`src/rtl/instr_loader_pkg.sv`:
```
// Shared sizing constants and FSM state encoding for the instruction loader.
package instr_loader_pkg;

    localparam int unsigned DEPTH          = 32;
    localparam int unsigned ADDR_W         = 5;
    localparam int unsigned BYTES_PER_WORD = 4;
    localparam int unsigned BYTE_W         = 8;
    localparam int unsigned WORD_W         = BYTES_PER_WORD * BYTE_W;
    localparam int unsigned LANE_W         = $clog2(BYTES_PER_WORD);

    typedef enum logic [1:0] {
        ST_IDLE  = 2'd0,
        ST_RECV  = 2'd1,
        ST_WRITE = 2'd2,
        ST_DONE  = 2'd3
    } state_e;

endpackage

```
`src/rtl/instr_loader_byte_packer.sv`:
```
// Collects LSB-first bytes into a 32-bit word; word_c already includes the byte
// being accepted this cycle so the word can be captured on the 4th handshake.
module byte_packer
    import instr_loader_pkg::*;
(
    input  logic              clk,
    input  logic              rst,
    input  logic              clear_i,
    input  logic              accept_i,
    input  logic [BYTE_W-1:0] byte_i,
    output logic              last_byte_c,
    output logic [WORD_W-1:0] word_c
);

    logic [LANE_W-1:0] idx_q, idx_d;
    logic [WORD_W-1:0] lanes_q, lanes_d;

    always_comb begin
        idx_d   = idx_q;
        lanes_d = lanes_q;
        if (clear_i) begin
            idx_d   = '0;
            lanes_d = '0;
        end else if (accept_i) begin
            for (int unsigned i = 0; i < BYTES_PER_WORD; i++) begin
                if (idx_q == LANE_W'(i)) begin
                    lanes_d[i*BYTE_W +: BYTE_W] = byte_i;
                end
            end
            idx_d = idx_q + LANE_W'(1);
        end
    end

    assign word_c      = lanes_d;
    assign last_byte_c = accept_i && !clear_i && (idx_q == LANE_W'(BYTES_PER_WORD - 1));

    always_ff @(posedge clk or posedge rst) begin
        if (rst) begin
            idx_q   <= '0;
            lanes_q <= '0;
        end else begin
            idx_q   <= idx_d;
            lanes_q <= lanes_d;
        end
    end

endmodule

```
`src/rtl/instr_loader.sv`:
```
// Boot-time instruction loader: streams bytes into 32-bit words, writes them to
// instruction memory from address 0 and holds the core in reset until done.
module instr_loader #(
    parameter int unsigned DEPTH  = instr_loader_pkg::DEPTH,
    parameter int unsigned ADDR_W = instr_loader_pkg::ADDR_W
) (
    input  logic                                clk,
    input  logic                                rst,
    input  logic                                start,
    input  logic [ADDR_W:0]                     word_count,
    input  logic                                in_valid,
    input  logic [instr_loader_pkg::BYTE_W-1:0] in_data,
    output logic                                in_ready,
    output logic                                mem_we,
    output logic [ADDR_W-1:0]                   mem_addr,
    output logic [instr_loader_pkg::WORD_W-1:0] mem_wdata,
    output logic                                busy,
    output logic                                done,
    output logic                                err,
    output logic                                core_rst
);

    import instr_loader_pkg::*;

    state_e              state_q, state_d;
    logic [ADDR_W:0]     count_q, count_d;
    logic [ADDR_W-1:0]   word_idx_q, word_idx_d;
    logic                in_ready_q, in_ready_d;
    logic                mem_we_q, mem_we_d;
    logic [ADDR_W-1:0]   mem_addr_q, mem_addr_d;
    logic [WORD_W-1:0]   mem_wdata_q, mem_wdata_d;
    logic                busy_q, busy_d;
    logic                done_q, done_d;
    logic                err_q, err_d;
    logic                core_rst_q, core_rst_d;

    logic                pk_clear_c;
    logic                pk_accept_c;
    logic                pk_last_c;
    logic [WORD_W-1:0]   pk_word_c;
    logic                count_ok_c;
    logic                last_word_c;

    assign count_ok_c  = (word_count != '0) && (word_count <= (ADDR_W+1)'(DEPTH));
    assign last_word_c = ({1'b0, word_idx_q} == (count_q - (ADDR_W+1)'(1)));
    // in_ready_q is only ever high in RECV, so it doubles as the state qualifier
    assign pk_accept_c = in_valid && in_ready_q;

    byte_packer u_packer (
        .clk         (clk),
        .rst         (rst),
        .clear_i     (pk_clear_c),
        .accept_i    (pk_accept_c),
        .byte_i      (in_data),
        .last_byte_c (pk_last_c),
        .word_c      (pk_word_c)
    );

    // Next-state and registered-output decode
    always_comb begin
        state_d     = state_q;
        count_d     = count_q;
        word_idx_d  = word_idx_q;
        mem_addr_d  = mem_addr_q;
        mem_wdata_d = mem_wdata_q;
        err_d       = err_q;
        pk_clear_c  = 1'b0;

        case (state_q)
            ST_IDLE, ST_DONE: begin
                if (start) begin
                    if (count_ok_c) begin
                        state_d    = ST_RECV;
                        count_d    = word_count;
                        word_idx_d = '0;
                        err_d      = 1'b0;
                        pk_clear_c = 1'b1;
                    end else begin
                        err_d = 1'b1;
                    end
                end
            end
            ST_RECV: begin
                if (pk_last_c) begin
                    state_d     = ST_WRITE;
                    mem_addr_d  = word_idx_q;
                    mem_wdata_d = pk_word_c;
                end
            end
            ST_WRITE: begin
                if (last_word_c) begin
                    state_d = ST_DONE;
                end else begin
                    state_d    = ST_RECV;
                    word_idx_d = word_idx_q + ADDR_W'(1);
                end
            end
            default: state_d = ST_IDLE;
        endcase

        in_ready_d = (state_d == ST_RECV);
        mem_we_d   = (state_d == ST_WRITE);
        busy_d     = (state_d == ST_RECV) || (state_d == ST_WRITE);
        done_d     = (state_d == ST_DONE);
        core_rst_d = (state_d != ST_DONE);
    end

    always_ff @(posedge clk or posedge rst) begin
        if (rst) begin
            state_q     <= ST_IDLE;
            count_q     <= '0;
            word_idx_q  <= '0;
            in_ready_q  <= 1'b0;
            mem_we_q    <= 1'b0;
            mem_addr_q  <= '0;
            mem_wdata_q <= '0;
            busy_q      <= 1'b0;
            done_q      <= 1'b0;
            err_q       <= 1'b0;
            core_rst_q  <= 1'b1;
        end else begin
            state_q     <= state_d;
            count_q     <= count_d;
            word_idx_q  <= word_idx_d;
            in_ready_q  <= in_ready_d;
            mem_we_q    <= mem_we_d;
            mem_addr_q  <= mem_addr_d;
            mem_wdata_q <= mem_wdata_d;
            busy_q      <= busy_d;
            done_q      <= done_d;
            err_q       <= err_d;
            core_rst_q  <= core_rst_d;
        end
    end

    assign in_ready  = in_ready_q;
    assign mem_we    = mem_we_q;
    assign mem_addr  = mem_addr_q;
    assign mem_wdata = mem_wdata_q;
    assign busy      = busy_q;
    assign done      = done_q;
    assign err       = err_q;
    assign core_rst  = core_rst_q;

endmodule

```
`config.mk`:
```
export PLATFORM = sky130hd
export DESIGN_NAME = instr_loader
export DESIGN_NICKNAME = d
export VERILOG_FILES = /design/src/rtl/instr_loader_pkg.sv /design/src/rtl/instr_loader_byte_packer.sv /design/src/rtl/instr_loader.sv
export SDC_FILE = /design/constraint.sdc
export NUM_CORES = 1
export LEC_CHECK = 0
export ABC_CLOCK_PERIOD_IN_PS = 2600
export CORE_MARGIN = 2
export CORE_UTILIZATION = 31
export CTS_CLUSTER_DIAMETER = 100
export DETAILED_ROUTE_END_ITERATION = 10
export HOLD_SLACK_MARGIN = 0.1
export PLACE_DENSITY_LB_ADDON = 0.25
export SYNTH_ARGS = -nofsm -noshare
export SYNTH_HDL_FRONTEND = slang
export SYNTH_HIERARCHICAL = 1
export SYNTH_SLANG_ARGS = --single-unit
```
`constraint.sdc`:
```
create_clock -name clk -period 2.6 [get_ports clk]
set_clock_uncertainty 0.2 [all_clocks]
set_input_delay 0.52 -clock clk [delete_from_list [all_inputs] [get_ports clk]]
set_output_delay 0.52 -clock clk [all_outputs]
set_load 0.01 [all_outputs]
```
==> impl_metrics.env, run 1 <==
export IMPL_whs_endpoint="mem_addr[3]"
export IMPL_wire_per_inst_um=14.7
export IMPL_final_net_count=434
export IMPL_ff2ff_setup_slack_ps=320
export IMPL_min_period_over_period_pct=94.1
export IMPL_hold_violations=0
export IMPL_antenna_found_initial=0
export IMPL_path_max_fanout=3
export IMPL_ir_drop_mv=0.388
export IMPL_worstPathRequired_ps=2610
export IMPL_synthXorXnorAreaFrac_pct=1.71
export IMPL_async_reset_ff_share_pct=100
export IMPL_synth_simple_area_share_pct=12.2
export IMPL_die_h_um=119
export IMPL_rsz0062_at_grt="false"
export IMPL_die_area_mm2=0.0141
export IMPL_maxCapViolCount=0
export IMPL_initial_core_util_pct=32.1
export IMPL_drive_gt1_share_pct=23.1
export IMPL_synth_seq_cells=90
export IMPL_cts_hold_buf=0
export IMPL_finalMaxSlewViolations=0
export IMPL_htreeDepth=3
export IMPL_critPathKind="in2reg"
export IMPL_core_area_mm2=0.0127
export IMPL_cellPowerDensity_mw_per_mm2=1010
export IMPL_hold_path_class="reg2reg"
export IMPL_ant_nets=0
export IMPL_place_gp_congestion=0.806
export IMPL_tightest_slew_ps=557
export IMPL_dp_cells=563
export IMPL_avgSynthCellArea_um2=12.7
export IMPL_min_period_ps=2450
export IMPL_firstDrtPassIters=4
export IMPL_hpwl_um=6040
export IMPL_routed_wl_um=8540
export IMPL_drt_initial_drc_count=85
export IMPL_grt_pass1_wl_um=14200
export IMPL_critPathCaptureType="flip-flop"
export IMPL_hold_path_startpoint="mem_addr[3]"
export IMPL_crit_arrival_ps=2460
export IMPL_layout_cells_most_common_list="89 x dfrtp_1, 58 x clkdlybuf4s50_1, 39 x mux2_2"
export IMPL_clock_latency_ps=330
export IMPL_drc=0
export IMPL_tritoncts="built"
export IMPL_finalPower_mw=5.39
export IMPL_leakage_nw=2.53
export IMPL_num_vias=2607
export IMPL_synth_fp_nets=352
export IMPL_synth_compound_area_share_pct=4.74
export IMPL_r2r_end="word_idx_q[2]"
export IMPL_cts_root_buf="clkbuf_16"
export IMPL_startpoint_type="input port"
export IMPL_netlist_instances=322
export IMPL_grt_pass1_vias=2710
export IMPL_netlist_area_mm2=0.00409
export IMPL_min_path_cells=2
export IMPL_relSlewSlack_pct=62.8
export IMPL_cts_buffers=9
export IMPL_ys_flop_type="dfrtp_1"
export IMPL_final_common_cell="dfrtp_1"
export IMPL_overflow=0
export IMPL_reg2reg_depth=9
export IMPL_yosys_warnings=6
export IMPL_grt_max_degree=57
export IMPL_via_per_inst=4.50
export IMPL_synth_top_family_by_area="multiplexers"
export IMPL_rows=41
export IMPL_reg2reg_from="count_q[0]"
export IMPL_area_growth_pct=31.2
export IMPL_portBuffers=60
export IMPL_setup_viol=0
export IMPL_die_w_um=119
export IMPL_clock_path_buffers=2
export IMPL_outcome="finished, final reports clean"
export IMPL_synth_fa_ha_area_share_pct=3.67
export IMPL_diodes=0
export IMPL_max_freq_mhz=409
export IMPL_yosysSeqAreaShare_pct=55.1
export IMPL_grt_total_usage_pct=12.8
export IMPL_cts_sink_count=90
export IMPL_synthMuxAreaShare_pct=19.7
export IMPL_boundaryPins=61
export IMPL_clk_pin_slew_worst_paths_ps=60
export IMPL_synth_cell_types=47
export IMPL_synth_edf_count=0
export IMPL_post_layout_nonfiller_instances=579
what timing repair did:
action | in CTS | in global routing
pin swaps | 0 | 1
buffers inserted | 0 | 2
gates resized for setup | 2 | 9
endpoints found under the setup margin | 5 | 34
logic make-up (layout without fill, tap and decap cells):
kind of cell / Yosys count / after routing
XOR/XNOR: 8 / 8
AND/OR/NAND/NOR: 84 / 84
buffers and inverters: 27 / 112
flip-flops: 90 / 90
adder cells (fa/ha/maj): 12 / 12
multiplexers: 75 / 75
AO/OA/AOI/OAI: 26 / 26
final cells by class:
cell class                      count  area [µm²]
Fill cell                        1253        7360
Sequential cell                    90        2250
Multi-Input combinational cell    205        1760
Timing Repair Buffer               83         816
Clock buffer                       12         246
Tap cell                          172         215
Inverter                           15        56.3
Clock inverter                      2        15.0
power by group:
part | internal [mW] | switching, mW | total [mW]
sequential | 1.92 | 0.265 | 2.18
combinational | 1.11 | 0.930 | 2.04
clock | 0.664 | 0.505 | 1.17
total | 3.69 | 1.70 | 5.39
routing by layer:
metal	up-vias	GRT usage (%)	share of wire, %
met4	0	4.24	1.1
met5	-	0	0
met1	1295	16.2	45
met2	42	21.5	50
li1	1262	-	-
met3	8	3.21	3.7
flip-flops by register name (all words and copies together) (netlist names):
name              count
u_packer/lanes_q     32
in_ready              1
core_rst              1
word_idx_q            5
mem_we                1
done                  1
busy                  1
count_q               6
mem_wdata            32
mem_addr              5
state_q               2
u_packer/idx_q        2
err                   1
how the worst max path moves through the flow:
stage,slack (ps),endpoint,depth (start not counted),start
after floorplan,20,busy,12,word_count[3]
after global placement,-350,busy,10,word_count[3]
after detailed placement,-440,busy,10,word_count[3]
after CTS,20,busy,10,word_count[3]
after global routing,20,busy,11,word_count[2]
final,150,busy,11,word_count[3]
worst max-delay path, stage by stage:
cell and delay [ps]:
clkdlybuf4s50_1 450, nor3_4 150, nand2_1 80, xor2_1 150
and3_4 200, nor2_4 110, inv_1 40, a311o_1 260
o31ai_2 70, inv_1 120, ha_1 290
Yosys cell counts (2+ instances only):
master | n | area share, %
a221oi_1 | 2 | 0.43
buf_1 | 4 | 0.37
buf_6 | 2 | 0.55
clkbuf_1 | 5 | 0.46
dfrtp_1 | 89 | 54
ha_1 | 12 | 3.7
inv_1 | 15 | 1.4
mux2_2 | 39 | 11
mux2i_1 | 35 | 8.6
nand2_1 | 14 | 1.3
nand2_2 | 3 | 0.46
nand2b_1 | 42 | 6.4
nand3_1 | 3 | 0.37
nor2_1 | 5 | 0.46
nor3_1 | 3 | 0.37
nor3b_1 | 2 | 0.37
o211ai_1 | 2 | 0.37
o21ai_0 | 8 | 0.98
o2bb2ai_1 | 2 | 0.43
or2_1 | 2 | 0.31
xnor2_1 | 4 | 0.86
xor2_1 | 4 | 0.86
through the flow:
step           utilization (%)  area, µm²  hold WS, ps  TNS, ps  setup WS, ps
2_1_floorplan                -       4140          304        0          24.8
3_3_place_gp              39.8       5060          272   -11900          -350
3_5_place_dp              39.8       5060          267   -14450          -443
4_1_cts                   41.9       5330          287        0          17.2
5_1_grt                   42.1       5360          317        0          15.1
6_report                  42.1       5360          281        0           152
No activity file was read; power rests on OpenSTA's default activity.
==> inputs of run 2 (changes only) <==
--- a/config.mk
+++ b/config.mk
@@ -10,6 +10,7 @@
 export CORE_UTILIZATION = 31
 export CTS_CLUSTER_DIAMETER = 100
 export DETAILED_ROUTE_END_ITERATION = 10
+export DONT_BUFFER_PORTS = 1
 export HOLD_SLACK_MARGIN = 0.1
 export PLACE_DENSITY_LB_ADDON = 0.25
 export SYNTH_ARGS = -nofsm -noshare
==> run 2 against run 1 <==
Worst hold slack got worse by 160 ps. Setup slack improved by 120 ps. Via count decreased by 10%. Non-clock buffer count decreased by 71. Utilization decreased by 5.1 points. Cell count decreased by 12%.
==> impl_metrics.env, run 2 (same netlist as run 1, synthesis figures left out) <==
export IMPL_cpPeakStageDelay_ps=410
export IMPL_leakage_nw=2.27
export IMPL_grt_total_usage_pct=12.9
export IMPL_path_buf_inv=1
export IMPL_wire_per_inst_um=16.3
export IMPL_firstDrtPassIters=4
export IMPL_startpoint_type="flip-flop"
export IMPL_min_period_ps=2330
export IMPL_grt_pass1_vias=2473
export IMPL_crit_arrival_ps=2360
export IMPL_final_util_pct=37.0
export IMPL_wl_met3_um=425
export IMPL_hold_path_class="in2reg"
export IMPL_rsz0062_at_grt="false"
export IMPL_cts_root_buf="clkbuf_16"
export IMPL_whs_endpoint="count_q[1]"
export IMPL_post_layout_nonfiller_instances=509
export IMPL_tritoncts="built"
export IMPL_core_area_mm2=0.0127
export IMPL_diodes=0
export IMPL_clock_path_buffers=2
export IMPL_clk_pin_slew_worst_paths_ps=60
export IMPL_finalPower_mw=5.11
export IMPL_layout_cells_most_common_list="89 x dfrtp_1, 42 x nand2b_1, 39 x mux2_2"
export IMPL_routed_top_layer="met4"
export IMPL_portBuffers=0
export IMPL_clock_latency_ps=350
export IMPL_critPathCaptureType="flip-flop"
export IMPL_wl_met2_um=4050
export IMPL_tns_ps=0
export IMPL_drive_gt1_share_pct=23.7
export IMPL_r2r_end="busy"
export IMPL_max_freq_mhz=429
export IMPL_antenna_found_initial=0
export IMPL_cts_sink_count=90
export IMPL_reg2reg_depth=8
export IMPL_dp_worst_setup_slack_ps=-60.3
export IMPL_finalMaxSlewViolations=0
export IMPL_routed_wl_um=8320
export IMPL_reg2reg_from="state_q[0]"
export IMPL_num_vias=2338
export IMPL_final_net_count=363
export IMPL_crit_top_cell="ha_1"
export IMPL_setup_viol=0
export IMPL_grt_max_degree=43
export IMPL_fin_ws_ps=271
export IMPL_hpwl_um=6020
export IMPL_ff2ff_setup_slack_ps=270
export IMPL_die_w_um=119
export IMPL_maxCapViolCount=0
export IMPL_via_per_inst=4.59
export IMPL_relSlewSlack_pct=62.7
export IMPL_slowest_stage="dfrtp_1"
export IMPL_cts_buffers=9
export IMPL_initial_core_util_pct=32.1
export IMPL_drt_initial_drc_count=81
export IMPL_rows=41
export IMPL_hold_path_startpoint="word_count[1]"
export IMPL_tightest_slew_ps=559
export IMPL_cellPowerDensity_mw_per_mm2=1080
export IMPL_drc=0
export IMPL_path_delay_family="compound AO/OA/AOI/OAI gates"
export IMPL_hold_violations=0
export IMPL_grt_pass1_wl_um=13800
export IMPL_min_period_over_period_pct=89.6
export IMPL_ir_drop_mv=0.497
export IMPL_critPathKind="reg2reg"
export IMPL_path_cells="inv_1 > ha_1 > and3_2 > nor2_4 > o21ai_0 > a21boi_1 > o21ai_1 > ha_1"
export IMPL_path_max_fanout=4
export IMPL_ant_nets=0
export IMPL_dp_cells=493
export IMPL_outcome="finished, final reports clean"
export IMPL_worstPathRequired_ps=2630
export IMPL_htreeDepth=3
export IMPL_die_h_um=119
export IMPL_min_path_cells=1
export IMPL_post_cts_buffers=0
export IMPL_overflow=0
export IMPL_die_area_mm2=0.0141
export IMPL_place_gp_congestion=0.805
export IMPL_area_growth_pct=15.3
export IMPL_routedLengthMet1_um=3720
export IMPL_final_common_cell="dfrtp_1"
export IMPL_boundaryPins=61
-- run 2: cell count changes in the layout (fill, tap and decap cells not counted), moves of 2 or more --
| cell | change |
|---|---|
| clkdlybuf4s50_1 | -58 |
| buf_4 | -12 |
| nand2b_1 | +4 |
| nand2b_2 | -4 |
| bufinv_16 | +2 |
| clkbuf_1 | -2 |
| clkinv_4 | +2 |
| clkinvlp_4 | -2 |
| dlymetal6s2s_1 | -2 |
-- run 2: cell type report --
cell class,instances,area (µm²)
repair buffers,12,130
clock inverters,6,91.3
fillers,1281,8010
clock buffers,9,225
multi-input cells,205,1740
well taps,172,215
inverters,15,56.3
flip-flops and latches,90,2250
-- run 2: metal layers --
metal	vias to the layer above	GRT usage, %
li1	1116	-
met1	1164	16.0
met2	47	20.5
met3	11	4.69
met4	0	4.91
met5	-	0
-- run 2: worst max path at each step --
| stage | start | endpoint | slack [ps] | depth (start not counted) |
|---|---|---|---|---|
| finish | state_q[0] | busy | 270 | 8 |
| global route | count_q[0] | busy | 90 | 8 |
| CTS | state_q[0] | busy | 130 | 8 |
| detailed placement | word_count[3] | busy | -60 | 9 |
| global placement | word_count[3] | mem_wdata[30] | 50 | 8 |
| floorplan | word_count[3] | busy | 20 | 12 |
-- run 2: timing repair --
action	in CTS	in global routing
gates resized for setup	0	2
endpoints found under the hold margin	57	0
setup endpoints to repair	0	1
hold buffers	1	0
-- run 2: power by group --
part	internal [mW]	total, mW	switching [mW]	leakage (nW)
clock	0.841	1.40	0.555	0.156
sequential	1.92	2.32	0.407	1.20
combinational	0.674	1.39	0.713	0.920
-- run 2: per-stage QoR --
step / hold WS [ps] / cell area, µm²
after floorplan: 304 / 4140
after global placement: 284 / 4390
after detailed placement: 291 / 4390
after CTS: 107 / 4710
after global routing: 108 / 4710
final: 120 / 4710
==> inputs of run 3 (changes only) <==
--- a/config.mk
+++ b/config.mk
@@ -5,6 +5,7 @@
 export SDC_FILE = /design/constraint.sdc
 export NUM_CORES = 1
 export LEC_CHECK = 0
+export ABC_AREA = 1
 export ABC_CLOCK_PERIOD_IN_PS = 2600
 export CORE_MARGIN = 2
 export CORE_UTILIZATION = 31
==> run 3 against run 2 <==
Total power increased by 1.7%. Critical path depth up 1. Largest power group unchanged. Utilization down 1.4 points. Flip-flop and latch count unchanged. Critical path type unchanged. First-iteration DRC count is 42% higher. Non-clock buffer count is 2 lower. Largest cell class unchanged.
==> impl_metrics.env, run 3 <==
export IMPL_outcome="finished, final reports clean"
export IMPL_path_buf_inv=3
export IMPL_tns_ps=0
export IMPL_final_net_count=490
export IMPL_synth_edf_count=0
export IMPL_synth_cell_types=27
export IMPL_grt_pass1_wl_um=14800
export IMPL_avgSynthCellArea_um2=9.27
export IMPL_maxCapViolCount=0
export IMPL_die_area_mm2=0.0144
export IMPL_synth_seq_cells=90
export IMPL_grt_pass1_vias=2759
export IMPL_cts_sink_count=90
export IMPL_synth_area_top_cells="dfrtp_1 53%, nand2_1 9.8%, mux2_2 9.2%, nor2_1 6.9%, inv_1 5.1%"
export IMPL_sw_frac_of_total_pct=37.4
export IMPL_grt_max_degree=41
export IMPL_wire_per_inst_um=14.1
export IMPL_startpoint_type="flip-flop"
export IMPL_reg2reg_from="state_q[0]"
export IMPL_synth_commonest_cells="109 x nand2_1, 89 x dfrtp_1, 77 x nor2_1, 57 x inv_1, 34 x mux2_2"
export IMPL_portBuffers=0
export IMPL_via_per_inst=4.45
export IMPL_tritoncts="built"
export IMPL_min_period_over_period_pct=88.9
export IMPL_ir_drop_mv=0.595
export IMPL_yosys_warnings=6
export IMPL_drc=0
export IMPL_dp_worst_setup_slack_ps=219
export IMPL_pwr_share_seq_pct=43.6
export IMPL_antenna_found_initial=0
export IMPL_die_w_um=120
export IMPL_tightest_slew_ps=548
export IMPL_clock_path_buffers=2
export IMPL_leakage_nw=2.61
export IMPL_cpPeakStageDelay_ps=380
export IMPL_hold_path_class="in2reg"
export IMPL_overflow=0
export IMPL_reg2reg_depth=9
export IMPL_worstPathRequired_ps=2630
export IMPL_layout_cells_most_common_list="109 x nand2_1, 89 x dfrtp_1, 77 x nor2_1"
export IMPL_rsz0062_at_grt="false"
export IMPL_p_sw_mw=1.94
export IMPL_ant_nets=0
export IMPL_yosysSeqAreaShare_pct=53.9
export IMPL_routed_wl_um=9050
export IMPL_async_reset_ff_share_pct=100
export IMPL_netlist_instances=451
export IMPL_ys_flop_type="dfrtp_1"
export IMPL_synth_fp_nets=481
export IMPL_hold_path_startpoint="word_count[2]"
export IMPL_drive_gt1_share_pct=16.6
export IMPL_htreeDepth=3
export IMPL_clock_latency_ps=340
export IMPL_yosysTopAreaCell="dfrtp_1"
export IMPL_min_period_ps=2310
export IMPL_cts_buffers=9
export IMPL_netlist_area_mm2=0.00418
export IMPL_yosysMostFrequentCell="nand2_1"
export IMPL_path_delay_family="adder cells"
export IMPL_area_growth_pct=12.4
export IMPL_finalMaxSlewViolations=0
export IMPL_firstDrtPassIters=4
export IMPL_power_internal_mw=3.25
export IMPL_core_area_mm2=0.0132
export IMPL_drt_initial_drc_count=115
export IMPL_slowest_stage="dfrtp_1"
export IMPL_num_vias=2851
export IMPL_post_cts_buffers=0
export IMPL_place_gp_congestion=0.815
export IMPL_final_common_cell="nand2_1"
export IMPL_path_cells="inv_1 > ha_1 > nand4_1 > inv_2 > nor2_1 > o311ai_0 > o21ai_1 > inv_1 > ha_1"
export IMPL_grt_total_usage_pct=13.6
export IMPL_power_frac_clock_pct=23.9
export IMPL_whs_endpoint="count_q[2]"
export IMPL_setup_viol=0
export IMPL_synth_top_area_share_pct=53.3
export IMPL_critPathKind="reg2reg"
export IMPL_ff2ff_setup_slack_ps=290
export IMPL_diodes=0
export IMPL_min_path_cells=2
export IMPL_cellPowerDensity_mw_per_mm2=1100
export IMPL_clk_pin_slew_worst_paths_ps=60
export IMPL_fin_ws_ps=289
export IMPL_hpwl_um=6110
export IMPL_rows=42
export IMPL_cts_root_buf="clkbuf_16"
export IMPL_critPathCaptureType="flip-flop"
export IMPL_initial_core_util_pct=31.7
export IMPL_boundaryPins=61
export IMPL_path_max_fanout=5
export IMPL_hold_violations=0
export IMPL_p_comb_share_pct=32.5
export IMPL_max_freq_mhz=433
export IMPL_die_h_um=120
export IMPL_relSlewSlack_pct=63.4
export IMPL_crit_arrival_ps=2340
export IMPL_r2r_end="busy"
[run 3: changes by cell type after synthesis, sizes merged, moves of 3 or more]
cell,change
and2,-3
buf,+4
clkbuf,-4
inv,+47
mux2,-6
mux2i,-35
nand2,+98
nand2b,-42
nand3,+10
nand4,+8
nor2,+77
nor3,-3
o21ai,+5
[run 3: worst max-delay path by stage]
stage / cells after the start / from / slack [ps] / endpoint
2_1_floorplan: 9 / state_q[0] / 280 / busy
3_3_place_gp: 10 / word_count[3] / 260 / busy
3_5_place_dp: 10 / word_count[3] / 220 / busy
4_1_cts: 9 / state_q[0] / 260 / busy
5_1_grt: 10 / state_q[0] / 110 / mem_wdata[20]
6_report: 9 / state_q[0] / 290 / busy
[run 3: power by group through the flow]
stage	clock, mW	combinational [mW]	sequential (mW)
floorplan	0	1.41	2.20
global placement	0	1.66	2.30
detailed placement	0	1.70	2.31
CTS	1.28	1.72	2.28
global route	1.34	1.99	2.33
finish	1.24	1.69	2.26
[run 3: layout make-up]
type | count | area (µm²)
Multi-Input combinational cell | 286 | 1600
Tap cell | 176 | 220
Inverter | 63 | 236
Sequential cell | 90 | 2250
Timing Repair Buffer | 10 | 108
Clock inverter | 4 | 26.3
Clock buffer | 12 | 256
Fill cell | 1326 | 8490
[run 3: timing repair]
item / in CTS / in global routing
endpoints found under the hold margin: 57 / 0
endpoints found under the setup margin: 0 / 0
resized for setup: 0 / 0
hold buffers: 3 / 0
[run 3: logic make-up after synthesis]
family          count (synthesis)  share of synthesized area [%]
simple gates                  219                           22.2
flops                          90                           53.9
buf+inv                        75                           7.81
mux                            34                           9.16
compound gates                 16                           2.27
fa+ha+maj                      12                           3.59
xor+xnor                        5                           1.05
[run 3: routing by layer]
metal  track usage, %  vias up  share of wire (%)
li1                 -     1400                  -
met3             6.13        7                8.3
met5                0        -                  0
met4             3.24        0               0.78
met2             21.9       71                 49
met1             16.6     1373                 42
[run 3: metrics by stage]
step / instances / hold WS [ps] / power [mW] / util, % / area (µm²)
global placement: 622 / 277 / 3.96 / 33.3 / 4390
finish: 641 / 112 / 5.19 / 35.6 / 4700
CTS: 641 / 101 / 5.29 / 35.6 / 4700
global route: 641 / 125 / 5.67 / 35.6 / 4700
floorplan: 451 / 275 / 3.61 / - / 4180
detailed placement: 622 / 285 / 4.00 / 33.3 / 4390
